`src/rtl/spi_pkg.sv`:
```
// Shared types and widths for the SPI transaction scheduler.
// State codes match the HEX4 debug display.
package spi_pkg;

  localparam int NUM_CS = 4;
  localparam int WORD_W = 32;
  localparam int SIZE_W = 5;
  localparam int MODE_W = 2;
  localparam int CNT_W  = 8;

  typedef enum logic [3:0] {
    IDLE  = 4'hA,
    SETUP = 4'hB,
    XFER  = 4'hC,
    HOLD  = 4'hD,
    GAP   = 4'hE
  } state_t;

  typedef logic [1:0] cs_idx_t;

  function automatic logic [NUM_CS-1:0] cs_onehot(input cs_idx_t idx);
    logic [NUM_CS-1:0] r;
    r      = '0;
    r[idx] = 1'b1;
    return r;
  endfunction

endpackage

```
`src/rtl/rr_arbiter4.sv`:
```
// Four-way round-robin pick. Search starts one above the last winner and wraps;
// the pointer only moves when the caller accepts the pick.
module rr_arbiter4
  import spi_pkg::*;
(
  input  logic              clk,
  input  logic              reset,
  input  logic [NUM_CS-1:0] req,
  input  logic              update,
  output cs_idx_t           winner,
  output logic              valid
);

  cs_idx_t ptr;
  cs_idx_t cand;

  always_comb begin
    winner = ptr;
    valid  = 1'b0;
    cand   = ptr;
    // k = 4 wraps back to ptr itself, so the last winner has lowest priority
    for (int k = 1; k <= NUM_CS; k++) begin
      cand = ptr + 2'(k);
      if (!valid && req[cand]) begin
        winner = cand;
        valid  = 1'b1;
      end
    end
  end

  always_ff @(posedge clk) begin
    if (reset) begin
      ptr <= 2'd3;
    end else if (update && valid) begin
      ptr <= winner;
    end
  end

endmodule

```
`src/rtl/spi_xfer_scheduler.sv`:
```
// Round-robin scheduler of four chip-select requesters onto one SPI serializer,
// sequencing cs setup, transfer, cs hold and a minimum deselect gap.
//
// state | meaning
// IDLE  | arbitrate pending requests when enabled
// SETUP | cs_n low, counting setup time before sh_start
// XFER  | serializer running, waiting for sh_done
// HOLD  | cs_n still low, counting hold time
// GAP   | all cs_n high, counting minimum deselect time
module spi_xfer_scheduler
  import spi_pkg::*;
#(
  parameter int CS_SETUP = 4,
  parameter int CS_HOLD  = 4,
  parameter int CS_GAP   = 2
) (
  input  logic                     clk,
  input  logic                     reset,
  input  logic                     enable,
  input  logic [NUM_CS-1:0]        req,
  input  logic [NUM_CS*WORD_W-1:0] req_word,
  input  logic [NUM_CS*SIZE_W-1:0] req_size,
  input  logic [NUM_CS*MODE_W-1:0] req_mode,
  output logic [NUM_CS-1:0]        grant,
  output logic [NUM_CS-1:0]        done,
  output logic [WORD_W-1:0]        rx_word,
  output logic                     sh_start,
  output logic [WORD_W-1:0]        sh_word,
  output logic [SIZE_W-1:0]        sh_size,
  output logic [MODE_W-1:0]        sh_mode,
  input  logic                     sh_done,
  input  logic [WORD_W-1:0]        sh_rx_word,
  output logic [NUM_CS-1:0]        cs_n,
  output logic                     busy,
  output logic [1:0]               owner
);

  localparam logic [CNT_W-1:0] SETUP_LOAD = CNT_W'(CS_SETUP - 1);
  localparam logic [CNT_W-1:0] HOLD_LOAD  = CNT_W'(CS_HOLD - 1);
  localparam logic [CNT_W-1:0] GAP_LOAD   = CNT_W'(CS_GAP - 1);

  state_t             state, state_nxt;
  logic [CNT_W-1:0]   cnt, cnt_nxt;
  logic [NUM_CS-1:0]  cs_n_nxt, grant_nxt, done_nxt;
  logic [WORD_W-1:0]  rx_word_nxt, sh_word_nxt;
  logic [SIZE_W-1:0]  sh_size_nxt;
  logic [MODE_W-1:0]  sh_mode_nxt;
  logic               sh_start_nxt;
  cs_idx_t            owner_nxt;
  cs_idx_t            arb_winner;
  logic               arb_valid;
  logic               take;

  rr_arbiter4 u_arb (
    .clk    (clk),
    .reset  (reset),
    .req    (req),
    .update (take),
    .winner (arb_winner),
    .valid  (arb_valid)
  );

  always_comb begin
    state_nxt    = state;
    cnt_nxt      = cnt;
    cs_n_nxt     = cs_n;
    grant_nxt    = '0;
    done_nxt     = '0;
    rx_word_nxt  = rx_word;
    sh_start_nxt = 1'b0;
    sh_word_nxt  = sh_word;
    sh_size_nxt  = sh_size;
    sh_mode_nxt  = sh_mode;
    owner_nxt    = owner;
    take         = 1'b0;

    case (state)
      IDLE: begin
        if (enable && arb_valid) begin
          take        = 1'b1;
          grant_nxt   = cs_onehot(arb_winner);
          owner_nxt   = arb_winner;
          sh_word_nxt = req_word[int'(arb_winner)*WORD_W +: WORD_W];
          sh_size_nxt = req_size[int'(arb_winner)*SIZE_W +: SIZE_W];
          sh_mode_nxt = req_mode[int'(arb_winner)*MODE_W +: MODE_W];
          cs_n_nxt    = ~cs_onehot(arb_winner);
          cnt_nxt     = SETUP_LOAD;
          state_nxt   = SETUP;
        end
      end

      SETUP: begin
        if (cnt == '0) begin
          sh_start_nxt = 1'b1;
          state_nxt    = XFER;
        end else begin
          cnt_nxt = cnt - 8'd1;
        end
      end

      XFER: begin
        if (sh_done) begin
          rx_word_nxt = sh_rx_word;
          done_nxt    = cs_onehot(owner);
          cnt_nxt     = HOLD_LOAD;
          state_nxt   = HOLD;
        end
      end

      HOLD: begin
        if (cnt == '0) begin
          cs_n_nxt  = '1;
          cnt_nxt   = GAP_LOAD;
          state_nxt = GAP;
        end else begin
          cnt_nxt = cnt - 8'd1;
        end
      end

      GAP: begin
        if (cnt == '0) begin
          state_nxt = IDLE;
        end else begin
          cnt_nxt = cnt - 8'd1;
        end
      end

      default: begin
        cs_n_nxt  = '1;
        state_nxt = IDLE;
      end
    endcase
  end

  always_ff @(posedge clk) begin
    if (reset) begin
      state    <= IDLE;
      cnt      <= '0;
      cs_n     <= '1;
      grant    <= '0;
      done     <= '0;
      rx_word  <= '0;
      sh_start <= 1'b0;
      sh_word  <= '0;
      sh_size  <= '0;
      sh_mode  <= '0;
      owner    <= '0;
      busy     <= 1'b0;
    end else begin
      state    <= state_nxt;
      cnt      <= cnt_nxt;
      cs_n     <= cs_n_nxt;
      grant    <= grant_nxt;
      done     <= done_nxt;
      rx_word  <= rx_word_nxt;
      sh_start <= sh_start_nxt;
      sh_word  <= sh_word_nxt;
      sh_size  <= sh_size_nxt;
      sh_mode  <= sh_mode_nxt;
      owner    <= owner_nxt;
      busy     <= (state_nxt != IDLE);
    end
  end

endmodule
```
`config.mk`:
```
export PLATFORM = sky130hd
export DESIGN_NAME = spi_xfer_scheduler
export DESIGN_NICKNAME = d
export VERILOG_FILES = /design/src/rtl/spi_pkg.sv /design/src/rtl/rr_arbiter4.sv /design/src/rtl/spi_xfer_scheduler.sv
export SDC_FILE = /design/constraint.sdc
export NUM_CORES = 1
export LEC_CHECK = 0
export ABC_AREA = 1
export BUFFER_PORTS_ARGS = -buffer_cell sky130_fd_sc_hd__buf_2
export CORE_ASPECT_RATIO = 0.8
export CORE_MARGIN = 5
export CORE_UTILIZATION = 43
export DETAILED_ROUTE_END_ITERATION = 12
export GPL_ROUTABILITY_DRIVEN = 0
export PLACE_DENSITY_LB_ADDON = 0.15
export SYNTH_ARGS = -nofsm -noshare
export SYNTH_HDL_FRONTEND = slang
export SYNTH_SLANG_ARGS = --single-unit
```
`constraint.sdc`:
```
create_clock -name clk -period 1.89 [get_ports clk]
set_input_delay 0.189 -clock clk [delete_from_list [all_inputs] [get_ports clk]]
set_output_delay 0.189 -clock clk [all_outputs]
set_load 0.02 [all_outputs]
```
# After elaboration in Yosys (flattened, before gate mapping)
# Index checks and enable logic that the tools add are counted.
[op_classes] addsub=4 n_mul=1 magnitude_cmp=8 n_eq_ne=10 shifts=3 n_mux=37 bitwise_logic=7 n_reduce_logical=21
[ops] cell="128-bit by 8-bit variable part select with 32-bit output" count=1
[ops] cell="8-bit two-way mux" count=4
[ops] cell="8-bit one-hot mux with 4 select lines" count=1
[ops] cell="4-bit two-way mux" count=7
[ops] cell="4-bit equality test (second input constant)" count=5
[ops] cell="4-bit one-hot mux with 5 select lines" count=1
[ops] cell="20-bit by 6-bit variable part select with 5-bit output" count=1
[ops] cell="2-bit by 3-bit less-than comparator with 1-bit output (second input constant)" count=6
[ops] cell="1-bit two-way mux" count=13
[ops] cell="4-bit one-hot mux with 3 select lines" count=1
[ops] cell="3-bit OR reduction" count=3
[ops] cell="1-bit binary-select mux with 2-bit select" count=4
[ops] cell="8-bit zero test" count=1
[ops] cell="2-bit two-way mux" count=4
[ops] cell="2-bit inequality test (second input constant)" count=4
[ops] cell="8-bit by 4-bit variable part select with 2-bit output" count=1
[ops] cell="8-bit by 1-bit subtractor with 8-bit output (second input constant)" count=1
[ops] cell="1-bit logical AND" count=7
[ops] cell="1-bit inverter" count=6
[ops] cell="2-bit by 3-bit multiplier with 5-bit output (second input constant)" count=1
[ops] cell="2-bit adder (second input constant)" count=2
[ops] cell="1-bit demux with 2-bit select" count=2
[ops] cell="2-bit by 1-bit greater-or-equal comparator with 1-bit output (second input constant)" count=2
[ops] cell="4-bit inequality test (second input constant)" count=1
[ops] cell="8 further kinds" count=12
[word_totals] reg_bits=101 wordCells=104

# Longest topological paths before layout
[depth] ltp_word=20 ltp_mapped=17 depth_no_buf=15

# Modules after synthesis
# Synthesis repeated with hierarchy kept, for this count alone.
[hier_totals] cells_unflattened=701 hier_area_um2=5118.7
[by_module_without_submodules] mod="spi_xfer_scheduler" n_inst=1 cells_each=638 area_each_um2=4658.2
[by_module_without_submodules] mod="rr_arbiter4" n_inst=1 cells_each=63 area_each_um2=460.4

# Worst setup path after synthesis
# OpenSTA, ideal clock, no wires.
[synth_timing] path_type="flip-flop to flip-flop" start="register u_arb.ptr[0]" end="register sh_word[31]" setup_ps=109 arrival_ps=1656 t_required_ps=1781 path_slack_ps=126 path_stages_with_launch=17 synth_period_minus_slack_ps=1764 path_cell_list="dfxtp_1 -> buf_4 -> inv_4 -> nand2_1 -> nand2_1 -> nand2_2 -> nand2_4 -> nor2_8 -> nand3_4 -> buf_4 -> buf_6 -> nand3_1 -> nand2_1 -> nand2_1 -> nand3_1 -> nand2_1 -> inv_1"
[synth_via] elab_chain_len=15 elab_cells_between_ends=28
[synth_lines] element="start: declaration" line="rr_arbiter4.sv:14" rtl="cs_idx_t ptr;"
[synth_lines] element="start signal: assignment" line="rr_arbiter4.sv:35" rtl="ptr <= winner;"
[synth_lines] element="parallel branches: the longest is 15 deep, another holds 2-bit by 1-bit adder with 2-bit output"
[synth_lines] element="end signal: assignment" line="spi_xfer_scheduler.sv:157" rtl="sh_word <= sh_word_nxt;"
[synth_lines] element="end: declaration" line="spi_xfer_scheduler.sv:28" rtl="output logic [WORD_W-1:0] sh_word,"
# Parallel ways; which one is timed is not known. The select of a mux whose other input is x is not followed.
# A chain may end at the register's enable or synchronous reset.

# Worst setup path in the final report
[layout_timing] start="register u_arb.ptr[0]" end="register sh_word[10]"
# The elaborated chain is that of the path after synthesis.

==> flow_summary.json <==
{
  "status": "finished, violations left",
  "violations": "setup timing",
  "yosysTopAreaCell": "dfxtp_1",
  "place_area_um2": 7660,
  "fin_cells": 1423,
  "syn-cell-area_um2": 5980,
  "multiInputGateArea_um2": 3630,
  "cts.sinks": 101,
  "fp.dieH_um": 116,
  "path_buf_inv": 4,
  "min_period_ns": 1.94,
  "via_count": 7218,
  "cp-end-kind": "flip-flop",
  "drt_iter0_markers": 522,
  "synth-seq-cells": 101,
  "cts_max_path_buffers": 2,
  "portBuffers": 282,
  "reg2reg_to": "sh_word[10]",
  "wl_per_cell_um": 15.5,
  "crit_start": "u_arb.ptr[0]",
  "ys_seq_area_share_pct": 33.8,
  "p_per_area_nw_per_um2": 952,
  "regArea_um2": 2030,
  "route.detailed.drc": 0,
  "r2r_start": "u_arb.ptr[0]",
  "dp_hpwl_um": 14600,
  "grt_pass1_vias": 6401,
  "totalWireLength_um": 22100,
  "clk_pin_slew_worst_paths_ns": 0.08,
  "max_freq_ghz": 0.516,
  "setup_ws_ns": -0.0467,
  "rr_worst_depth": 16,
  "ant_nets": 0,
  "p_leak_nw": 4.80,
  "grt_max_degree": 59,
  "drt_pre_antenna_iters": 5,
  "synth_nets": 1143,
  "final-max-slew-violation-count": 0,
  "crit_slowest_cell": "dfxtp_4",
  "io_pins": 283,
  "core_area_um2": 13600,
  "cp.depth": 16,
  "viasPerCell": 5.07,
  "crit_type": "flip-flop to flip-flop",
  "ys_top_cells_by_area": "dfxtp_1 (34%), nand2_1 (26%), nand3_1 (9.6%), o21a_1 (4.9%), inv_1 (4.1%)",
  "antenna_found_initial": 1,
  "max_stage_delay_ns": 0.42,
  "fin_crit_sh_pct": 102,
  "critPathRequiredTime_ns": 2.14,
  "grt_usage_pct": 22.9,
  "final_util_pct": 64.3,
  "dp_slack_ns": -0.0744,
  "dp_cells": 1383,
  "totalPowerFinal_mw": 8.32,
  "cp_max_fo": 8,
  "fin_tns_setup_ns": -0.234,
  "num_rows": 38,
  "grt_overflow": 0,
  "holdCritPathClass": "primary input to flip-flop",
  "die-width_um": 142,
  "cap_violations": 0,
  "synthCells": 945,
  "ff2ff_setup_slack_ns": -0.05,
  "htreeDepth": 3,
  "whs_ns": 0.0850,
  "crit_path_end": "sh_word[10]",
  "arrival_ns": 2.18,
  "drive_above_1_share_pct": 36.7,
  "worstPathCellList": "inv_6 -> nand2_2 -> nand2_2 -> nand2_2 -> nand2_4 -> inv_4 -> nand3_4 -> nand2_8 -> nand2_8 -> clkbuf_16 -> nand2_2 -> nand2_1 -> nand2_1 -> nand3_1 -> nand2_1 -> inv_1",
  "cts_tree": "done",
  "skew_ns": 0.00913,
  "critical_path.startpoint_type": "flip-flop",
  "clk_latency_ns": 0.34,
  "grt_pass1_wl_um": 30800,
  "initial_utilization_pct": 44.0,
  "dieArea_um2": 16400,
  "cts_root_buf": "clkbuf_16",
  "finish.instance_area_um2": 8750,
  "fin_nets": 1435,
  "fillers": 1286,
  "yosysTopAreaCellShare_pct": 33.8,
  "rsz0062_at_grt": "yes",
  "crit_top_cell": "nand2_2",
  "netlist-cell-type-count": 33,
  "hold_viol": 0,
  "peakVddDrop_v": 0.000675,
  "crit_family": "simple AND/OR/NAND/NOR gates",
  "avgSynthCellArea_um2": 6.33,
  "finalSetupViolCount": 16,
  "synth_warnings": 0,
  "syn_to_final_growth_pct": 46.2,
  "cts_buffers": 9
}
## power breakdown
part	internal [mW]	total [mW]	leakage, nW	switching, mW
combinational	1.75	4.13	3.83	2.38
sequential	2.26	2.34	0.822	0.0794
clock	0.939	1.86	0.144	0.919
## final cells by class
cell class,count,area share [%]
repair buffers,338,25.8
clock buffers,9,2.58
flip-flops and latches,101,23.2
well taps,180,2.58
diodes,1,0.0286
inverters,74,3.38
clock inverters,7,0.858
multi-input cells,713,41.5
## timing repair
action	CTS	global route
setup buffers	0	7
resized for setup	4	98
cloned	0	16
setup endpoints to repair	44	58
hold buffers	0	0
pin swaps	0	30
## flip-flops by register name (all words and copies together) (netlist names)
| register | count |
|---|---|
| rx_word | 32 |
| sh_word | 32 |
| cnt | 8 |
| sh_size | 5 |
| cs_n | 4 |
| done | 4 |
| grant | 4 |
| state | 4 |
| owner | 2 |
| sh_mode | 2 |
| u_arb.ptr | 2 |
| busy | 1 |
| sh_start | 1 |
## tightest hold or removal path: stages
cell and delay (ns):
buf_2 0.09, nand2_1 0.05, a21oi_1 0.05
## synth_stat cells
library cell,count
or2_2,2
conb_1,1
a21oi_1,41
a22oi_1,1
o21ai_1,4
buf_2,23
inv_2,5
nand3b_4,1
o21ai_0,7
nand2_4,3
nand3_4,2
o311ai_0,1
o211ai_1,2
clkinv_1,3
o21bai_1,1
buf_6,8
dfxtp_1,101
inv_4,1
nor2_8,1
nand3_2,21
buf_8,1
nand2_1,417
clkbuf_1,21
xor2_1,3
inv_1,65
nand2_2,5
o21a_1,39
buf_4,5
nor2_1,27
nor3_1,6
ha_1,2
nand3_1,115
nand4_1,10
## layer usage
metal  GRT usage, %  wire length (um)  share of wire [%]  vias to the layer above
met4           5.63               446                2.0                        0
li1               -                 -                  -                     3595
met5              0                 0                  0                        -
met3           6.52              1900                8.6                       33
met1           29.2              9190                 42                     3284
met2           38.7             10500                 48                      306
## layout by cell type, fill, tap and decap left out, types with 10 or more instances in the layout
master	n
a21oi_1	41
clkbuf_16	23
nand2_2	39
buf_12	10
nor2_1	27
inv_1	65
o21a_1	39
buf_2	282
nand4_1	10
nand2_4	20
nand2_1	365
dfxtp_1	99
nand3_2	24
buf_4	25
nand3_1	110
## kinds of logic after synthesis
family          share of synthesized area (%)
xor+xnor                                0.439
other cells                            0.0627
flops                                    33.8
buf+inv                                  10.3
compound gates                           9.89
simple gates                             45.1
fa+ha+maj                               0.418
## how the worst min path moves through the flow
stage             endpoint  slack (ns)           start  cells past startpoint
2_1_floorplan   rx_word[0]        0.33   sh_rx_word[0]                      2
3_3_place_gp   rx_word[31]        0.44  sh_rx_word[31]                      3
3_5_place_dp   rx_word[22]        0.44  sh_rx_word[22]                      3
4_1_cts        rx_word[22]        0.07  sh_rx_word[22]                      3
5_1_grt        rx_word[10]        0.08  sh_rx_word[10]                      3
6_report       rx_word[22]        0.09  sh_rx_word[22]                      3
Power figures use the tool's default switching activity.
